## src/rtl/uart_mem_access_ctrl_pkg.sv

```systemverilog
// Shared definitions for the UART debug memory-access controller.
// Holds the controller state encoding, command-byte bit positions, memory
// selector codes, response/shift widths, default ACK/NACK codes and a helper
// that tells whether the controller is in the phase where incoming bytes
// must be dropped.
package uart_mem_access_ctrl_pkg;

    typedef enum logic [2:0] {
        IDLE = 3'd0,
        ADDR = 3'd1,
        DATA = 3'd2,
        HALT = 3'd3,
        REQ  = 3'd4,
        WAIT = 3'd5,
        ACK  = 3'd6,
        TX   = 3'd7
    } state_t;

    // Command byte 0 layout: {rw, mem_type, 5'b0, addr[8]}
    localparam int CMD_RW_BIT    = 7;
    localparam int CMD_MEM_BIT   = 6;
    localparam int CMD_ADDR8_BIT = 0;

    localparam logic MEM_INSTR = 1'b1;
    localparam logic MEM_DATA  = 1'b0;

    localparam int RESP_W  = 42;
    localparam int SHIFT_W = 48;
    // Wide enough for the largest wait the controller ever counts
    localparam int CNT_W   = 17;

    localparam logic [7:0] DEF_ACK_BYTE  = 8'hAC;
    localparam logic [7:0] DEF_NACK_BYTE = 8'hEE;

    // True from HALT through TX: the frame is committed, rx bytes are dropped
    // and the CPU is held off.
    function automatic logic rx_locked(input state_t st);
        logic locked;
        case (st)
            HALT, REQ, WAIT, ACK, TX: locked = 1'b1;
            default:                  locked = 1'b0;
        endcase
        return locked;
    endfunction

endpackage

```

## src/rtl/uart_mem_access_ctrl_if.sv

```systemverilog
// Debug load/readback port shared by the instruction and data memories.
// master (controller): drives write_mem_req, target_mem_type, target_addr,
//                      rw_flag, wdata; receives both memories' rdata/ready.
// slave  (memories)  : the mirror image.
interface uart_mem_access_ctrl_if;
    import uart_mem_access_ctrl_pkg::*;

    logic              write_mem_req;
    logic              target_mem_type;
    logic [8:0]        target_addr;
    logic              rw_flag;
    logic [31:0]       wdata;
    logic [RESP_W-1:0] instr_rdata;
    logic              instr_ready;
    logic [RESP_W-1:0] data_rdata;
    logic              data_ready;

    modport master (
        output write_mem_req, target_mem_type, target_addr, rw_flag, wdata,
        input  instr_rdata, instr_ready, data_rdata, data_ready
    );

    modport slave (
        input  write_mem_req, target_mem_type, target_addr, rw_flag, wdata,
        output instr_rdata, instr_ready, data_rdata, data_ready
    );

endinterface

```

## src/rtl/uart_tx_serializer.sv

```systemverilog
// Byte serializer for the response path: a 48-bit shift register presenting
// its top byte on tx_data, a pending-byte counter and the valid/ready
// handshake toward the UART transmitter.
// Ports:
//   clk, reset  - clock, asynchronous active-high reset
//   load        - one-cycle strobe: take load_data/load_count
//   load_data   - bytes to send, first byte in [47:40]
//   load_count  - number of bytes pending (1..6)
//   tx_ready    - transmitter accepts the current byte
//   tx_valid    - tx_data valid, held until accepted
//   tx_data     - current byte
//   done        - the last pending byte is being accepted this cycle
module uart_tx_serializer
    import uart_mem_access_ctrl_pkg::*;
(
    input  logic               clk,
    input  logic               reset,
    input  logic               load,
    input  logic [SHIFT_W-1:0] load_data,
    input  logic [2:0]         load_count,
    input  logic               tx_ready,
    output logic               tx_valid,
    output logic [7:0]         tx_data,
    output logic               done
);

    logic [SHIFT_W-1:0] shreg_r;
    logic [2:0]         count_r;
    logic               tx_valid_r;
    logic               accept_s;

    // Handshake decode
    always_comb begin
        accept_s = tx_valid_r && tx_ready;
        done     = accept_s && (count_r == 3'd1);
    end

    // Shift register, pending count and valid flag
    always_ff @(posedge clk or posedge reset) begin
        if (reset) begin
            shreg_r    <= {SHIFT_W{1'b0}};
            count_r    <= 3'd0;
            tx_valid_r <= 1'b0;
        end else if (load) begin
            shreg_r    <= load_data;
            count_r    <= load_count;
            tx_valid_r <= (load_count != 3'd0);
        end else if (accept_s) begin
            shreg_r    <= {shreg_r[SHIFT_W-9:0], 8'h00};
            count_r    <= count_r - 3'd1;
            tx_valid_r <= (count_r != 3'd1);
        end
    end

    assign tx_valid = tx_valid_r;
    assign tx_data  = shreg_r[SHIFT_W-1 -: 8];

endmodule

```

## src/rtl/uart_mem_access_ctrl.sv

```systemverilog
// UART debug memory-access controller.
// Assembles UART command bytes into a memory access frame, halts the CPU,
// pulses the memory request, collects the read response (or times out) and
// serializes the result back as UART bytes.
// Ports:
//   clk, reset   - clock, asynchronous active-high reset
//   rx_valid/rx_data          - received byte strobe and value
//   tx_valid/tx_data/tx_ready - response byte handshake
//   cpu_enable   - low while an access is in progress
//   rx_overrun   - sticky: a byte arrived while the frame was busy
//   busy         - high outside IDLE
//   mem          - memory debug port (master side)
// Build option: define FRAME_TIMEOUT_EN to abandon a partial frame after
// FRAME_TIMEOUT idle cycles in ADDR/DATA; otherwise a partial frame waits
// indefinitely.
module uart_mem_access_ctrl
    import uart_mem_access_ctrl_pkg::*;
#(
    parameter int         HALT_CYCLES   = 4,
    parameter int         RESP_TIMEOUT  = 16,
    parameter logic [7:0] ACK_BYTE      = DEF_ACK_BYTE,
    parameter logic [7:0] NACK_BYTE     = DEF_NACK_BYTE
`ifdef FRAME_TIMEOUT_EN
    ,
    parameter int         FRAME_TIMEOUT = 100000
`endif
)
(
    input  logic                          clk,
    input  logic                          reset,
    input  logic                          rx_valid,
    input  logic [7:0]                    rx_data,
    output logic                          tx_valid,
    output logic [7:0]                    tx_data,
    input  logic                          tx_ready,
    output logic                          cpu_enable,
    output logic                          rx_overrun,
    output logic                          busy,
    uart_mem_access_ctrl_if.master        mem
);

    state_t             state_r, state_nxt_s;
    logic [CNT_W-1:0]   cnt_r, cnt_nxt_s;
    logic [1:0]         byte_cnt_r;
    logic               cpu_enable_r, busy_r, write_mem_req_r, rx_overrun_r;
    logic               target_mem_type_r, rw_flag_r;
    logic [8:0]         target_addr_r;
    logic [31:0]        wdata_r;
    logic               resp_ready_s;
    logic [RESP_W-1:0]  resp_data_s;
    logic               ser_load_s, ser_done_s;
    logic [SHIFT_W-1:0] ser_data_s;
    logic [2:0]         ser_count_s;

    // Only the memory that was addressed may answer
    always_comb begin
        if (target_mem_type_r == MEM_INSTR) begin
            resp_ready_s = mem.instr_ready;
            resp_data_s  = mem.instr_rdata;
        end else begin
            resp_ready_s = mem.data_ready;
            resp_data_s  = mem.data_rdata;
        end
    end

    // Next-state, shared wait counter and serializer load decode
    always_comb begin
        state_nxt_s = state_r;
        cnt_nxt_s   = cnt_r;
        ser_load_s  = 1'b0;
        ser_data_s  = {SHIFT_W{1'b0}};
        ser_count_s = 3'd0;
        case (state_r)
            IDLE: begin
                if (rx_valid) begin
                    state_nxt_s = ADDR;
                    cnt_nxt_s   = {CNT_W{1'b0}};
                end else begin
                    state_nxt_s = IDLE;
                end
            end
            ADDR: begin
                if (rx_valid) begin
                    cnt_nxt_s = {CNT_W{1'b0}};
                    if (rw_flag_r) begin
                        state_nxt_s = DATA;
                    end else begin
                        state_nxt_s = HALT;
                    end
                end
`ifdef FRAME_TIMEOUT_EN
                else if (cnt_r == CNT_W'(FRAME_TIMEOUT - 1)) begin
                    state_nxt_s = IDLE;
                    cnt_nxt_s   = {CNT_W{1'b0}};
                end else begin
                    cnt_nxt_s = cnt_r + CNT_W'(1);
                end
`else
                else begin
                    state_nxt_s = ADDR;
                end
`endif
            end
            DATA: begin
                if (rx_valid) begin
                    cnt_nxt_s = {CNT_W{1'b0}};
                    if (byte_cnt_r == 2'd3) begin
                        state_nxt_s = HALT;
                    end else begin
                        state_nxt_s = DATA;
                    end
                end
`ifdef FRAME_TIMEOUT_EN
                else if (cnt_r == CNT_W'(FRAME_TIMEOUT - 1)) begin
                    state_nxt_s = IDLE;
                    cnt_nxt_s   = {CNT_W{1'b0}};
                end else begin
                    cnt_nxt_s = cnt_r + CNT_W'(1);
                end
`else
                else begin
                    state_nxt_s = DATA;
                end
`endif
            end
            HALT: begin
                if (cnt_r == CNT_W'(HALT_CYCLES - 1)) begin
                    state_nxt_s = REQ;
                    cnt_nxt_s   = {CNT_W{1'b0}};
                end else begin
                    cnt_nxt_s = cnt_r + CNT_W'(1);
                end
            end
            REQ: begin
                cnt_nxt_s = {CNT_W{1'b0}};
                if (rw_flag_r) begin
                    state_nxt_s = ACK;
                end else begin
                    state_nxt_s = WAIT;
                end
            end
            WAIT: begin
                if (resp_ready_s) begin
                    ser_load_s  = 1'b1;
                    ser_data_s  = {{(SHIFT_W - RESP_W){1'b0}}, resp_data_s};
                    ser_count_s = 3'd6;
                    state_nxt_s = TX;
                end else if (cnt_r == CNT_W'(RESP_TIMEOUT - 1)) begin
                    ser_load_s  = 1'b1;
                    ser_data_s  = {NACK_BYTE, {(SHIFT_W - 8){1'b0}}};
                    ser_count_s = 3'd1;
                    state_nxt_s = TX;
                end else begin
                    cnt_nxt_s = cnt_r + CNT_W'(1);
                end
            end
            ACK: begin
                ser_load_s  = 1'b1;
                ser_data_s  = {ACK_BYTE, {(SHIFT_W - 8){1'b0}}};
                ser_count_s = 3'd1;
                state_nxt_s = TX;
            end
            TX: begin
                if (ser_done_s) begin
                    state_nxt_s = IDLE;
                end else begin
                    state_nxt_s = TX;
                end
            end
            default: begin
                state_nxt_s = IDLE;
            end
        endcase
    end

    // State register and state-derived outputs, registered from the next state
    // so each output lines up with the state it belongs to
    always_ff @(posedge clk or posedge reset) begin
        if (reset) begin
            state_r         <= IDLE;
            cnt_r           <= {CNT_W{1'b0}};
            cpu_enable_r    <= 1'b1;
            busy_r          <= 1'b0;
            write_mem_req_r <= 1'b0;
        end else begin
            state_r         <= state_nxt_s;
            cnt_r           <= cnt_nxt_s;
            cpu_enable_r    <= !rx_locked(state_nxt_s);
            busy_r          <= (state_nxt_s != IDLE);
            write_mem_req_r <= (state_nxt_s == REQ);
        end
    end

    // Frame capture; target fields only change before HALT so they are
    // stable for the whole access
    always_ff @(posedge clk or posedge reset) begin
        if (reset) begin
            target_mem_type_r <= 1'b0;
            rw_flag_r         <= 1'b0;
            target_addr_r     <= 9'd0;
            wdata_r           <= 32'd0;
            byte_cnt_r        <= 2'd0;
            rx_overrun_r      <= 1'b0;
        end else begin
            if (rx_valid && (state_r == IDLE)) begin
                rw_flag_r         <= rx_data[CMD_RW_BIT];
                target_mem_type_r <= rx_data[CMD_MEM_BIT];
                target_addr_r[8]  <= rx_data[CMD_ADDR8_BIT];
            end
            if (rx_valid && (state_r == ADDR)) begin
                target_addr_r[7:0] <= rx_data;
                byte_cnt_r         <= 2'd0;
            end
            if (rx_valid && (state_r == DATA)) begin
                wdata_r    <= {wdata_r[23:0], rx_data};
                byte_cnt_r <= byte_cnt_r + 2'd1;
            end
            if (rx_valid && rx_locked(state_r)) begin
                rx_overrun_r <= 1'b1;
            end
        end
    end

    uart_tx_serializer u_tx_serializer (
        .clk        (clk),
        .reset      (reset),
        .load       (ser_load_s),
        .load_data  (ser_data_s),
        .load_count (ser_count_s),
        .tx_ready   (tx_ready),
        .tx_valid   (tx_valid),
        .tx_data    (tx_data),
        .done       (ser_done_s)
    );

    assign cpu_enable          = cpu_enable_r;
    assign busy                = busy_r;
    assign rx_overrun          = rx_overrun_r;
    assign mem.write_mem_req   = write_mem_req_r;
    assign mem.target_mem_type = target_mem_type_r;
    assign mem.target_addr     = target_addr_r;
    assign mem.rw_flag         = rw_flag_r;
    assign mem.wdata           = wdata_r;

endmodule

```

## src/flat_wrapper.sv

```systemverilog
// flat-port wrapper written by rule: the top's interface ports become plain ports
module uart_mem_access_ctrl_flat import uart_mem_access_ctrl_pkg::*;
#(
    parameter int         HALT_CYCLES   = 4,
    parameter int         RESP_TIMEOUT  = 16,
    parameter logic [7:0] ACK_BYTE      = DEF_ACK_BYTE,
    parameter logic [7:0] NACK_BYTE     = DEF_NACK_BYTE

)
  (clk, reset, rx_valid, rx_data, tx_valid, tx_data, tx_ready, cpu_enable, rx_overrun, busy, mem_write_mem_req, mem_target_mem_type, mem_target_addr, mem_rw_flag, mem_wdata, mem_instr_rdata, mem_instr_ready, mem_data_rdata, mem_data_ready);
  uart_mem_access_ctrl_if mem_i ();
  input  logic clk;
  input  logic reset;
  input  logic rx_valid;
  input  logic [7:0] rx_data;
  output logic tx_valid;
  output logic [7:0] tx_data;
  input  logic tx_ready;
  output logic cpu_enable;
  output logic rx_overrun;
  output logic busy;
  output wire logic [$bits(mem_i.write_mem_req)-1:0] mem_write_mem_req;
  output wire logic [$bits(mem_i.target_mem_type)-1:0] mem_target_mem_type;
  output wire logic [$bits(mem_i.target_addr)-1:0] mem_target_addr;
  output wire logic [$bits(mem_i.rw_flag)-1:0] mem_rw_flag;
  output wire logic [$bits(mem_i.wdata)-1:0] mem_wdata;
  input wire logic [$bits(mem_i.instr_rdata)-1:0] mem_instr_rdata;
  input wire logic [$bits(mem_i.instr_ready)-1:0] mem_instr_ready;
  input wire logic [$bits(mem_i.data_rdata)-1:0] mem_data_rdata;
  input wire logic [$bits(mem_i.data_ready)-1:0] mem_data_ready;
  assign mem_write_mem_req = mem_i.write_mem_req;
  assign mem_target_mem_type = mem_i.target_mem_type;
  assign mem_target_addr = mem_i.target_addr;
  assign mem_rw_flag = mem_i.rw_flag;
  assign mem_wdata = mem_i.wdata;
  assign mem_i.instr_rdata = mem_instr_rdata;
  assign mem_i.instr_ready = mem_instr_ready;
  assign mem_i.data_rdata = mem_data_rdata;
  assign mem_i.data_ready = mem_data_ready;
  uart_mem_access_ctrl #(.HALT_CYCLES(HALT_CYCLES), .RESP_TIMEOUT(RESP_TIMEOUT), .ACK_BYTE(ACK_BYTE), .NACK_BYTE(NACK_BYTE)) u_core (.clk(clk), .reset(reset), .rx_valid(rx_valid), .rx_data(rx_data), .tx_valid(tx_valid), .tx_data(tx_data), .tx_ready(tx_ready), .cpu_enable(cpu_enable), .rx_overrun(rx_overrun), .busy(busy), .mem(mem_i));
endmodule
```

## config.mk

```make
export PLATFORM = sky130hd
export DESIGN_NAME = uart_mem_access_ctrl_flat
export DESIGN_NICKNAME = d
export VERILOG_FILES = /design/src/rtl/uart_mem_access_ctrl_pkg.sv /design/src/rtl/uart_mem_access_ctrl_if.sv /design/src/rtl/uart_tx_serializer.sv /design/src/rtl/uart_mem_access_ctrl.sv /design/src/flat_wrapper.sv
export SDC_FILE = /design/constraint.sdc
export NUM_CORES = 1
export LEC_CHECK = 0
export BUFFER_PORTS_ARGS = -buffer_cell sky130_fd_sc_hd__buf_4
export CORE_UTILIZATION = 54
export DETAILED_ROUTE_END_ITERATION = 10
export GPL_ROUTABILITY_DRIVEN = 0
export GPL_TIMING_DRIVEN = 1
export HOLD_SLACK_MARGIN = 0.03
export PLACE_DENSITY = 0.82
export SLEW_MARGIN = 25
export SYNTH_ARGS = -nofsm -noshare
export SYNTH_HDL_FRONTEND = slang
export SYNTH_HIERARCHICAL = 1
export SYNTH_SLANG_ARGS = --single-unit
```

## constraint.sdc

```tcl
create_clock -name clk -period 2.4 [get_ports clk]
set_input_delay 0.36 -clock clk [delete_from_list [all_inputs] [get_ports clk]]
set_output_delay 0.36 -clock clk [all_outputs]
set_load 0.05 [all_outputs]
```

==> results.txt <==
Routed Antenna Nets -> 0
diodes inserted -> 0
count leader, synth -> dfrtp_1
starting density of the core -> 0.563
Via Count -> 5052
Die Width -> 109 um
global route overflow -> 0
final wirelength -> 15000 um
CTS hold repair buffers -> 0
main flop type after synthesis -> dfrtp_1
1st-iter DRT viols -> 274
Via density -> 5.67
vias in the first global route -> 4771
Area growth syn-to-layout -> 29.7%
synthesized netlist cell count -> 598
sw frac -> 0.433
Setup CP Type -> reg2reg
die height -> 109 um
core area -> 11000 um2
fill count -> 770
Worst VDD drop -> 1.26 mV
number of remaining DRC errors -> 0
proportion of layout cells with a drive suffix above 1 -> 0.345
yosys warns -> 6
Post-synth ARST share -> 1.00
area share of the leading cell type in the synthesized netlist -> 0.483
FF+latch count, synth -> 121
first-pass GRT wire length -> 23500 um
Hold Fails Final Rpt -> 0
Flop pwr share -> 0.299
mapped cell area -> 6210 um2
Rows -> 38
Clock transition at path regs -> 0.06 ns
H-tree levels -> 4
pin count of the biggest net entering global routing -> 101
crit end category -> register
top cells by count, synth -> dfrtp_1, mux2i_1, nand2_1
CTS tree -> yes
worst-path fanout max -> 8
Worst-Skew Late Latency -> 0.42 ns
Hold WC Path Type -> in2async
Pint -> 6260 uW
Setup crit start kind -> register
Post-synth EDFFs -> 0
Slew Limit Headroom -> 0.506
Post-Syn Nets -> 700
CTS root buffer -> clkbuf_16
routed len/inst -> 16.8 um
buffer levels on the longest clock path -> 2
minimum clock period -> 2.30 ns
CTS Sinks -> 121
Tot Pwr -> 11000 uW
die area -> 11900 um2
Finish-stage setup viols -> 0
critical path required time -> 2.70 ns
top post-synthesis cells by area -> dfrtp_1, mux2i_1, mux2_2
fin nets -> 841
dominant cell type by area after synthesis -> dfrtp_1
max-slew violations -> 0
sw power -> 4780 uW
hpwl dp -> 9970 um
router iterations before antenna repair -> 5
slew at the pin closest to its max-slew limit -> 0.741 ns
IO Pins -> 154
Hold Slack -> 0.0582 ns
MaxCap Viol Count -> 0
Final period util -> 0.958
post-synth cell types -> 52
cts bufs inserted -> 17
Leak Pwr -> 0.00404 uW
GRT Total Usage -> 0.257
clock power share -> 0.235
syn avg cell area -> 10.4 um2
worst endpoint data arrival time -> 2.60 ns
worst clock skew -> 0.0143 ns
outcome -> finished clean
initial antenna violation count -> 0
Seq/Total Area, Yosys -> 0.488
r2r setup slk -> 0.1 ns
Port-buffer cells -> 153
Max Fclk -> 435 MHz
Cell Pwr Density -> 1370 nW/um2
Combinational Power Share -> 0.466
==> stage by stage <==
stage	std cells	TNS [ns]	utilization	setup WS, ns	cell area (um2)
final	891	0	0.731	0.0997	8060
after global placement	858	0	0.674	0.352	7430
after floorplan	598	0	-	0.0499	6210
after CTS	889	0	0.728	0.0109	8030
after detailed placement	858	0	0.674	0.137	7430
after global routing	891	-0.00989	0.731	-0.00989	8060
==> final timing paths <==
kind,start,end,depth (start not counted)
max in group asynchronous,reset,u_core/u_tx_serializer/shreg_r[2],3
min,reset,u_core/u_tx_serializer/shreg_r[1],2
max reg2reg,u_core/cnt_r[0],u_core/cnt_r[7],7
max,u_core/cnt_r[0],u_core/cnt_r[7],7
min in group clk,rx_data[1],u_core/mem.target_addr[1],2
min reg2reg,u_core/rx_overrun,u_core/rx_overrun,1
==> what timing repair did <==
action                     CTS  global route
setup endpoints to repair    0            62
gates resized for setup      0             3
buffers inserted             0             2
==> worst max-delay path, stage by stage (launching register included) <==
cell and delay, ns:
dfrtp_1 0.40, ha_1 0.26, nor4b_1 0.32, nand4_1 0.33, a21oi_4 0.32, buf_4 0.19
o21ai_0 0.11, a22o_1 0.25
==> power groups by stage <==
stage / sequential (uW) / clock (uW) / combinational [uW]
after CTS: 3310 / 2620 / 5110
final: 3310 / 2590 / 5140
after detailed placement: 3320 / 0 / 5080
after floorplan: 4470 / 0 / 2540
after global placement: 3260 / 0 / 4950
after global routing: 3390 / 2700 / 5450
==> routing by layer <==
layer	track usage	part of all wire
met4	0.0829	0.017
met5	0	0
met1	0.328	0.41
met2	0.434	0.51
met3	0.0592	0.071
==> state kept, by name, indices dropped and copies added, names as in the netlist <==
signal                           count
u_core/u_tx_serializer/count_r       3
u_core/cpu_enable                    1
u_core/state_r                       3
u_core/busy                          1
u_core/cnt_r                        17
u_core/mem.wdata                    32
u_core/u_tx_serializer/shreg_r      48
u_core/mem.write_mem_req             1
u_core/mem.target_addr               9
u_core/mem.target_mem_type           1
u_core/u_tx_serializer/tx_valid      1
u_core/mem.rw_flag                   1
u_core/rx_overrun                    1
u_core/byte_cnt_r                    2
==> kinds of logic (layout without fill, tap and decap cells) <==
| logic type | count (synthesis) | in the layout | share of synthesized area |
|---|---|---|---|
| fa+ha+maj | 4 | 4 | 0.00806 |
| buf+inv | 55 | 208 | 0.0479 |
| compound gates | 99 | 99 | 0.0961 |
| simple gates | 188 | 188 | 0.142 |
| other cells | 1 | 1 | 0.000604 |
| flops | 121 | 121 | 0.488 |
| mux | 128 | 128 | 0.215 |
| xor+xnor | 2 | 2 | 0.00282 |
==> cells in the final DEF, fill, tap and decap left out, types with 2 or more instances in the layout <==
cell type | synthesis | final
clkinvlp_4 | 0 | 2
buf_12 | 0 | 2
nor2_1 | 53 | 52
mux2i_1 | 83 | 83
ha_1 | 4 | 4
buf_4 | 10 | 166
clkinv_4 | 0 | 4
clkbuf_16 | 0 | 17
a211o_1 | 2 | 2
nor4b_1 | 2 | 2
nor3_1 | 6 | 6
inv_1 | 9 | 7
inv_2 | 0 | 2
inv_6 | 0 | 3
nand3_1 | 10 | 9
mux2_2 | 45 | 45
bufinv_16 | 0 | 3
dfrtp_1 | 120 | 119
or3_1 | 2 | 2
nand2_1 | 76 | 76
o21ai_0 | 62 | 62
a22o_1 | 13 | 13
and4_1 | 2 | 2
a21oi_1 | 4 | 4
nor4_2 | 0 | 2
o21ai_1 | 6 | 6
nand4_1 | 5 | 5
nor2_2 | 1 | 2
and3_1 | 2 | 2
a21o_1 | 3 | 3
nor2b_1 | 7 | 7
and2_1 | 3 | 3
nand2b_1 | 2 | 2
nand3b_1 | 2 | 2
nor4_1 | 6 | 4
==> cell type report <==
cell class,instances,area (um2),area share
clock buffers,18,429,0.0532
clock inverters,13,171,0.0213
inverters,9,33.8,0.00419
multi-input cells,422,2930,0.364
flip-flops and latches,121,3030,0.376
well taps,140,175,0.0217
repair buffers,168,1290,0.160
No activity file was read; power rests on OpenSTA's default activity.
